`config.mk`:
```
export PLATFORM = sky130hd
export DESIGN_NAME = fifo_wr_arbiter_flat
export DESIGN_NICKNAME = d
export VERILOG_FILES = /design/src/rtl/fifo_wr_arbiter_if.sv /design/src/rtl/fifo_wr_arbiter.sv /design/src/flat_wrapper.sv
export SDC_FILE = /design/constraint.sdc
export NUM_CORES = 1
export LEC_CHECK = 0
export CAP_MARGIN = 20
export CELL_PAD_IN_SITES_DETAIL_PLACEMENT = 0
export CELL_PAD_IN_SITES_GLOBAL_PLACEMENT = 1
export CORE_MARGIN = 5
export CORE_UTILIZATION = 30
export DETAILED_ROUTE_END_ITERATION = 10
export PLACE_DENSITY_LB_ADDON = 0.1
export SLEW_MARGIN = 5
export SYNTH_ARGS = -nofsm -noshare
export SYNTH_HDL_FRONTEND = slang
export SYNTH_SLANG_ARGS = --single-unit
```
`constraint.sdc`:
```
create_clock -name wrclk -period 6.6 [get_ports wrclk]
set_clock_uncertainty 0.2 [all_clocks]
set_input_delay 0.66 -clock wrclk [delete_from_list [all_inputs] [get_ports wrclk]]
set_output_delay 0.66 -clock wrclk [all_outputs]
set_load 0.02 [all_outputs]
```
`src/rtl/fifo_wr_arbiter_if.sv`:
```
// Write-port bundle between NUM_REQ requesters, the arbiter and the FIFO write side.
// Latency: pure wiring, no storage.
// Backpressure: fifo_full travels toward the arbiter, which withholds gnt/wr_en while it is high.
interface fifo_wr_arbiter_if #(
    parameter int NUM_REQ    = 4,
    parameter int DATA_WIDTH = 8
);
    localparam int IDW = $clog2(NUM_REQ);

    logic [NUM_REQ-1:0]            req;
    logic [NUM_REQ*DATA_WIDTH-1:0] req_data;
    logic [NUM_REQ-1:0]            gnt;
    logic                          fifo_full;
    logic                          wr_en;
    logic [DATA_WIDTH-1:0]         data_in;
    logic [IDW-1:0]                owner_id;
    logic                          busy;

    // Requester/FIFO side: presents requests and fullness, observes grants.
    modport master (
        output req, req_data, fifo_full,
        input  gnt, wr_en, data_in, owner_id, busy
    );

    // Arbiter side.
    modport slave (
        input  req, req_data, fifo_full,
        output gnt, wr_en, data_in, owner_id, busy
    );
endinterface

```
`src/rtl/fifo_wr_arbiter.sv`:
```
// Round-robin arbiter with bounded bursts sharing one FIFO write port; optional per-requester write counters under FIFO_ARB_STATS_EN.
// Latency: gnt/wr_en/data_in are combinational (0 cycles); owner/burst state updates at the wrclk edge.
// Backpressure: fifo_full=1 blocks every grant; a stalled burst keeps its owner and count.
module fifo_wr_arbiter #(
    parameter int NUM_REQ    = 4,
    parameter int DATA_WIDTH = 8,
    parameter int MAX_BURST  = 4
) (
    input  logic                 wrclk,
    input  logic                 wrst_n,
    fifo_wr_arbiter_if.slave     arb
`ifdef FIFO_ARB_STATS_EN
    ,
    input  logic                 stats_clr,
    output logic [NUM_REQ*16-1:0] wr_count
`endif
);
    localparam int IDW = $clog2(NUM_REQ);
    localparam int CW  = $clog2(MAX_BURST + 1);

    typedef enum logic {
        IDLE  = 1'b0,
        BURST = 1'b1
    } state_t;

    state_t         state_q, state_d;
    logic [IDW-1:0] rr_ptr_q, rr_ptr_d;
    logic [IDW-1:0] owner_q, owner_d;
    logic [CW-1:0]  cnt_q, cnt_d;
    logic [CW-1:0]  cnt_inc;

    logic           scan_vld;
    logic [IDW-1:0] scan_idx;
    logic           keep_owner;
    logic           gnt_vld;
    logic [IDW-1:0] win;
    logic [NUM_REQ-1:0] gnt;

    assign keep_owner = (state_q == BURST) && arb.req[owner_q];
    assign cnt_inc    = cnt_q + CW'(1);

    // Round-robin scan: first active request at or after rr_ptr, wrapping.
    always_comb begin
        scan_vld = 1'b0;
        scan_idx = '0;
        for (int i = 0; i < NUM_REQ; i++) begin
            int             pos;
            logic [IDW-1:0] cand;
            pos = int'(rr_ptr_q) + i;
            if (pos >= NUM_REQ) begin
                pos = pos - NUM_REQ;
            end
            cand = IDW'(pos);
            if (!scan_vld && arb.req[cand]) begin
                scan_vld = 1'b1;
                scan_idx = cand;
            end
        end
    end

    // Winner selection: full blocks all; a live burst owner beats the scan; reset forces no grant.
    always_comb begin
        gnt_vld = 1'b0;
        win     = '0;
        if (wrst_n && !arb.fifo_full) begin
            if (keep_owner) begin
                gnt_vld = 1'b1;
                win     = owner_q;
            end else if (scan_vld) begin
                gnt_vld = 1'b1;
                win     = scan_idx;
            end
        end
    end

    assign gnt          = gnt_vld ? ({{(NUM_REQ-1){1'b0}}, 1'b1} << win) : '0;
    assign arb.gnt      = gnt;
    assign arb.wr_en    = gnt_vld;
    assign arb.data_in  = gnt_vld ? arb.req_data[win*DATA_WIDTH +: DATA_WIDTH] : '0;
    assign arb.owner_id = owner_q;
    assign arb.busy     = (state_q == BURST);

    // Next-state: extend/finish the burst, hand off to a new winner, or drop to IDLE when nobody asks.
    always_comb begin
        state_d  = state_q;
        owner_d  = owner_q;
        cnt_d    = cnt_q;
        rr_ptr_d = rr_ptr_q;
        if (gnt_vld) begin
            if (keep_owner) begin
                cnt_d = cnt_inc;
                if (cnt_inc == CW'(MAX_BURST)) begin
                    state_d = IDLE;
                end
            end else begin
                owner_d  = win;
                cnt_d    = CW'(1);
                rr_ptr_d = (win == IDW'(NUM_REQ - 1)) ? '0 : win + IDW'(1);
                state_d  = (MAX_BURST > 1) ? BURST : IDLE;
            end
        end else if (!arb.fifo_full && (state_q == BURST)) begin
            // Only reachable when the owner and everyone else have gone quiet.
            state_d = IDLE;
        end
    end

    // Arbitration state registers.
    always_ff @(posedge wrclk or negedge wrst_n) begin
        if (!wrst_n) begin
            state_q  <= IDLE;
            rr_ptr_q <= '0;
            owner_q  <= '0;
            cnt_q    <= '0;
        end else begin
            state_q  <= state_d;
            rr_ptr_q <= rr_ptr_d;
            owner_q  <= owner_d;
            cnt_q    <= cnt_d;
        end
    end

`ifdef FIFO_ARB_STATS_EN
    logic [NUM_REQ-1:0][15:0] stat_q;

    for (genvar k = 0; k < NUM_REQ; k++) begin : g_stat
        // Per-requester saturating write counter; a clear beats a same-cycle increment.
        always_ff @(posedge wrclk or negedge wrst_n) begin
            if (!wrst_n) begin
                stat_q[k] <= '0;
            end else if (stats_clr) begin
                stat_q[k] <= '0;
            end else if (gnt[k] && (stat_q[k] != 16'hFFFF)) begin
                stat_q[k] <= stat_q[k] + 16'd1;
            end
        end
        assign wr_count[k*16 +: 16] = stat_q[k];
    end
`endif
endmodule

```
`src/flat_wrapper.sv`:
```
// flat-port wrapper written by rule: the top's interface ports become plain ports
module fifo_wr_arbiter_flat 
#(
    parameter int NUM_REQ    = 4,
    parameter int DATA_WIDTH = 8,
    parameter int MAX_BURST  = 4
)
  (wrclk, wrst_n, arb_req, arb_req_data, arb_fifo_full, arb_gnt, arb_wr_en, arb_data_in, arb_owner_id, arb_busy);
  fifo_wr_arbiter_if #(.NUM_REQ(NUM_REQ), .DATA_WIDTH(DATA_WIDTH)) arb_i ();
  input  logic wrclk;
  input  logic wrst_n;
  input wire logic [$bits(arb_i.req)-1:0] arb_req;
  input wire logic [$bits(arb_i.req_data)-1:0] arb_req_data;
  input wire logic [$bits(arb_i.fifo_full)-1:0] arb_fifo_full;
  output wire logic [$bits(arb_i.gnt)-1:0] arb_gnt;
  output wire logic [$bits(arb_i.wr_en)-1:0] arb_wr_en;
  output wire logic [$bits(arb_i.data_in)-1:0] arb_data_in;
  output wire logic [$bits(arb_i.owner_id)-1:0] arb_owner_id;
  output wire logic [$bits(arb_i.busy)-1:0] arb_busy;
  assign arb_i.req = arb_req;
  assign arb_i.req_data = arb_req_data;
  assign arb_i.fifo_full = arb_fifo_full;
  assign arb_gnt = arb_i.gnt;
  assign arb_wr_en = arb_i.wr_en;
  assign arb_data_in = arb_i.data_in;
  assign arb_owner_id = arb_i.owner_id;
  assign arb_busy = arb_i.busy;
  fifo_wr_arbiter #(.NUM_REQ(NUM_REQ), .DATA_WIDTH(DATA_WIDTH), .MAX_BURST(MAX_BURST)) u_core (.wrclk(wrclk), .wrst_n(wrst_n), .arb(arb_i));
endmodule
```
======== Word-level counts from Yosys, hierarchy flattened ========
Index checks and enable logic that the tools add are counted.
word-level totals
  register bits ........................... 8
operators by class
  $add $sub $neg .......................... 9
  order comparisons ....................... 9
  equality and inequality tests ........... 3
  shift operators ......................... 2
  mux-type cells .......................... 36
  bitwise logic cells ..................... 1
  reductions and logical operators ........ 13
operators with widths
  operator             count
  $shiftx 32x6->8      1
  $mux 2               12
  $mux 1               16
  $lt 2x3->1 const B   5
  $bmux 1 s2           5
  $ge 3x3->1 const B   3
  $mux 8               1
  $sub 2x1->2 const B  4
  $add 2x2->3 const B  2
  $logic_and 1x1->1    6
  $logic_not 1->1      4
  $mux 4               1
  $reduce_and 2->1     2
  $shl 1x2->4 const A  1
  $add 2x1->3 const B  1
  $add 3x1->3 const B  1
  $eq 3x3->1 const B   1
  $ge 2x3->1 const B   1
  $mux 3               1
  $ne 3x3->1 const B   1
  $add 2x1->2 const B  1
  $eq 2x2->1 const B   1
  $reduce_bool 2->1    1
  $not 1->1            1

======== Logic depth before layout (Yosys ltp) ========
  depth in word-level cells ............... 19
  depth in mapped cells ................... 9
  gate-level depth less buffers ........... 8

======== Least setup slack after synthesis ========
Ideal clock, no wire load.
  path kind ............................... input-to-output
  start point ............................. in arb_req[0]
  end point ............................... out arb_gnt[0]
  arrival ................................. 2.217 ns
  data required time ...................... 5.740 ns
  setup slack ............................. 3.523 ns
  cell stages on the path ................. 8
  buffers on the path ..................... 1
  cells stage by stage .................... mux2_4 > and3b_4 > o31ai_4 > buf_6 > and2_2 > inv_1 > ha_1 > and3_1
between the ends
  word-level cells in the longest chain between the ends .. 17
  elaborated cells between the ends (all ways) .. 33
  those cells by class .................... shift: 1; mux: 25; reduce/logical: 7
RTL lines
  item                              RTL line               source
  from (decl)                       flat_wrapper.sv:12     input wire logic [$bits(arb_i.req)-1:0] arb_req;
  $bmux 1 s2                        fifo_wr_arbiter.sv:54  if (!scan_vld && arb.req[cand]) begin
  $mux 1 (implied by the code)      fifo_wr_arbiter.sv:54
  $mux 1                            fifo_wr_arbiter.sv:54
  $logic_not 1->1                   fifo_wr_arbiter.sv:54
  $logic_and 1x1->1                 fifo_wr_arbiter.sv:54
  $mux 1                            fifo_wr_arbiter.sv:54
  $logic_not 1->1                   fifo_wr_arbiter.sv:54
  $logic_and 1x1->1                 fifo_wr_arbiter.sv:54
  [... 2 more ...]                  n/a
  $logic_and 1x1->1                 fifo_wr_arbiter.sv:54
  $mux 2 or $mux 1 (tied branches)  fifo_wr_arbiter.sv:54
  $mux 2                            fifo_wr_arbiter.sv:69  end else if (scan_vld) begin
  $mux 2 *                          fifo_wr_arbiter.sv:66  if (keep_owner) begin
  $mux 2 *                          fifo_wr_arbiter.sv:65  if (wrst_n && !arb.fifo_full) begin
  via u_core.win[1]                 fifo_wr_arbiter.sv:36  logic [IDW-1:0] win;
  $shl 1x2->4 *                     fifo_wr_arbiter.sv:76  assign gnt = gnt_vld ? ({{(NUM_REQ-1){1'b0}}, 1'b1} << win) : '0;
  $mux 4 *                          fifo_wr_arbiter.sv:76
  to (decl)                         flat_wrapper.sv:15     output wire logic [$bits(arb_i.gnt)-1:0] arb_gnt;
Mark *: on every way through the listed nets, which the timed path passes. The rest lies on a longest branch. The select of a mux whose other input is x is not followed.

======== Worst setup path in the final report ========
  start point ............................. in arb_req[0]
  end point ............................... out arb_gnt[1]
Same word-level chain as after synthesis.

==> results.json <==
{
  "drcViolationCount": 0,
  "cts.clk_slew.worst_paths_ns": 0.04,
  "synthMuxAreaShare": 0.1171,
  "synth_xor_area_frac": 0.01743,
  "tightest_slew_ns": 0.6764,
  "hold_viol": 0,
  "outcome": "completed",
  "row_count": 21,
  "cp.required_ns": 5.74,
  "hold_class": "reg -> reg",
  "cp-start-kind": "input pin",
  "syn_nets": 149,
  "ys.flop_type": "dfrtp_1",
  "synth.distinct_cells": 43,
  "syn_area_um2": 1005,
  "rsz0062_at_grt": "no",
  "drv_slew": 0,
  "synth_compound_area_frac": 0.3026,
  "root_buffer": "clkbuf_4",
  "powerDensity_nw_per_um2": 240.9,
  "worstSkewPairLatency_ns": 0.25,
  "syn_to_final_growth_pct": 57.29,
  "ios": 55,
  "synth_top_cells_by_area": "dfrtp_1 20%, a32oi_1 14%, mux2i_1 8.0%, ha_1 7.5%, nor2b_1 3.7%",
  "wl_um": 3013,
  "reg2reg_setup_slack_ns": 3.89,
  "setup_tns_ns": 0,
  "fmax_mhz": 227.1,
  "synth_edf_count": 0,
  "dieArea_um2": 4606,
  "ant_nets": 0,
  "start_util": 0.3059,
  "finalNetCount": 204,
  "post-cts-setup-buffers": 0,
  "hold_depth": 1,
  "met1_usage": 0.1594,
  "fin_crit_ns": 4.403,
  "htree_levels": 1,
  "maxCapViolations": 0,
  "cts_buffers": 3,
  "met3_usage": 0.02791,
  "finalSetupViolCount": 0,
  "antenna_found_initial": 0,
  "use_met2": 0.2151,
  "grt_pass1_vias": 991,
  "wire_per_inst_um": 14.84,
  "yosys_warnings": 0,
  "via_per_inst": 5.113,
  "diodes": 0,
  "grt_most_used_layer": "met2",
  "grt_use_total": 0.1305,
  "cts_tree": "built",
  "chipHeight_um": 67.87,
  "first_pass_iters": 4,
  "slew_headroom": 0.5490,
  "hpwl_um": 2343,
  "post-place-ws_ns": 2.162,
  "critical_path.endpoint_type": "output port",
  "portBuffers": 54,
  "grt_pass1_wl_um": 4554,
  "hold_ws_ns": 0.3164,
  "synth_top_family_by_area": "compound AO/OA/AOI/OAI gates",
  "path_max_fanout": 17,
  "synthAdderAreaFrac": 0.07472,
  "die_x_um": 67.87,
  "coreArea_um2": 3284,
  "ctsHoldBuffers": 0,
  "critPathKind": "in -> out",
  "setup_ws_ns": 2.197,
  "grt_max_degree": 23,
  "yosys_register_bits": 8,
  "async_reset_ff_frac": 1.000,
  "synth_top_area_share": 0.1993,
  "gp_congestion": 0.6960,
  "cts.sinks": 8,
  "cts_resized": 0,
  "drt-initial-drc-count": 35,
  "power.total_mw": 0.3808,
  "reg2reg_depth": 6,
  "synthCells": 104,
  "drive_above_1_share": 0.1274,
  "synth-simple-area-share": 0.2105,
  "instances_no_fill": 203,
  "seq_area_frac_synth": 0.1993,
  "synth_top_area_cell": "dfrtp_1",
  "syn_avg_cell_area_um2": 9.661,
  "placedCellCount": 200,
  "peakVddDrop_uv": 202.8,
  "fin_crit_sh": 0.6671,
  "p_leak_nw": 0.5875,
  "cp_data_arrival_time_ns": 3.54,
  "num_vias": 1038,
  "clk_path_buf_depth": 2,
  "gr-total-overflow": 0
}
==> where the power goes <==
part,total (mW),internal (mW),switching [mW]
combinational,0.247,0.125,0.122
sequential,0.0992,0.0683,0.0309
clock,0.0351,0.0206,0.0144
total,0.381,0.214,0.167
==> through the flow <==
| step | util | area [um^2] |
|---|---|---|
| after floorplan | - | 1005 |
| after global placement | 0.4743 | 1558 |
| after detailed placement | 0.4743 | 1558 |
| after CTS | 0.4811 | 1580 |
| after global routing | 0.4811 | 1580 |
| final | 0.4811 | 1580 |
==> registers in the layout (all words and copies together), names as in the netlist <==
| register | flops |
|---|---|
| u_core.cnt_q | 3 |
| u_core.arb.owner_id | 2 |
| u_core.rr_ptr_q | 2 |
| u_core.arb.busy | 1 |
==> layout make-up <==
class                   count  area [um^2]
fillers                   313         1704
multi-input cells          85        725.7
repair buffers             56        555.5
flip-flops and latches      8        200.2
well taps                  46        57.56
clock buffers               3        22.52
inverters                   5        18.77
==> metal layers <==
layer | vias to the layer above | part of all wire
li1 | 523 | -
met1 | 469 | 0.42
met2 | 42 | 0.45
met3 | 4 | 0.11
met4 | 0 | 0.015
met5 | - | 0
==> cell usage in the layout, fill, tap and decap left out, types with 2 or more instances in the layout <==
master	instances
xor2_1	2
clkdlybuf4s50_1	54
mux2i_1	8
nor2_1	4
dfrtp_1	8
clkbuf_4	3
a21oi_1	2
nor2b_1	6
and3_1	4
o21ai_0	3
nand3b_1	2
nand2_1	4
ha_1	6
o31ai_1	2
mux2_2	2
a22o_1	2
a32oi_1	16
buf_4	2
inv_1	4
==> synthesized netlist by cell type (2+ instances only) <==
cell type and instances:
a21oi_1 2, a22o_1 2, a32oi_1 16, and3_1 4, buf_6 3, dfrtp_1 8, ha_1 6, inv_1 4
mux2_2 2, mux2i_1 8, nand2_1 4, nand3b_1 2, nor2_1 4, nor2b_1 6, o21ai_0 3, o31ai_1 2
xor2_1 2
==> cells by family after synthesis <==
group                    Yosys count
adder cells (fa/ha/maj)            6
flip-flops                         8
AO/OA/AOI/OAI                     34
AND/OR/NAND/NOR                   32
XOR/XNOR                           2
buffers and inverters             11
multiplexers                      11
==> final timing paths <==
| kind | start | end |
|---|---|---|
| worst max register to register | u_core.arb.owner_id[0]$_DFFE_PN0P_ | u_core.rr_ptr_q[1]$_DFFE_PN0P_ |
| max in group asynchronous | wrst_n | u_core.arb.busy$_DFFE_PN0P_ |
| worst min-delay path | u_core.cnt_q[0]$_DFFE_PN0P_ | u_core.cnt_q[0]$_DFFE_PN0P_ |
| min in group asynchronous | wrst_n | u_core.arb.owner_id[1]$_DFFE_PN0P_ |
| worst min register to register | u_core.cnt_q[0]$_DFFE_PN0P_ | u_core.cnt_q[0]$_DFFE_PN0P_ |
| worst max-delay path | arb_req[0] | arb_gnt[1] |
==> critical path, stage by stage <==
cell	delay, ns
clkdlybuf4s50_1	0.53
mux2_4	0.33
and3b_4	0.21
o31ai_4	0.62
and2_2	0.28
inv_1	0.06
ha_1	0.16
and3_1	0.13
clkdlybuf4s50_1	0.54
(Power assumes the default switching activity.)
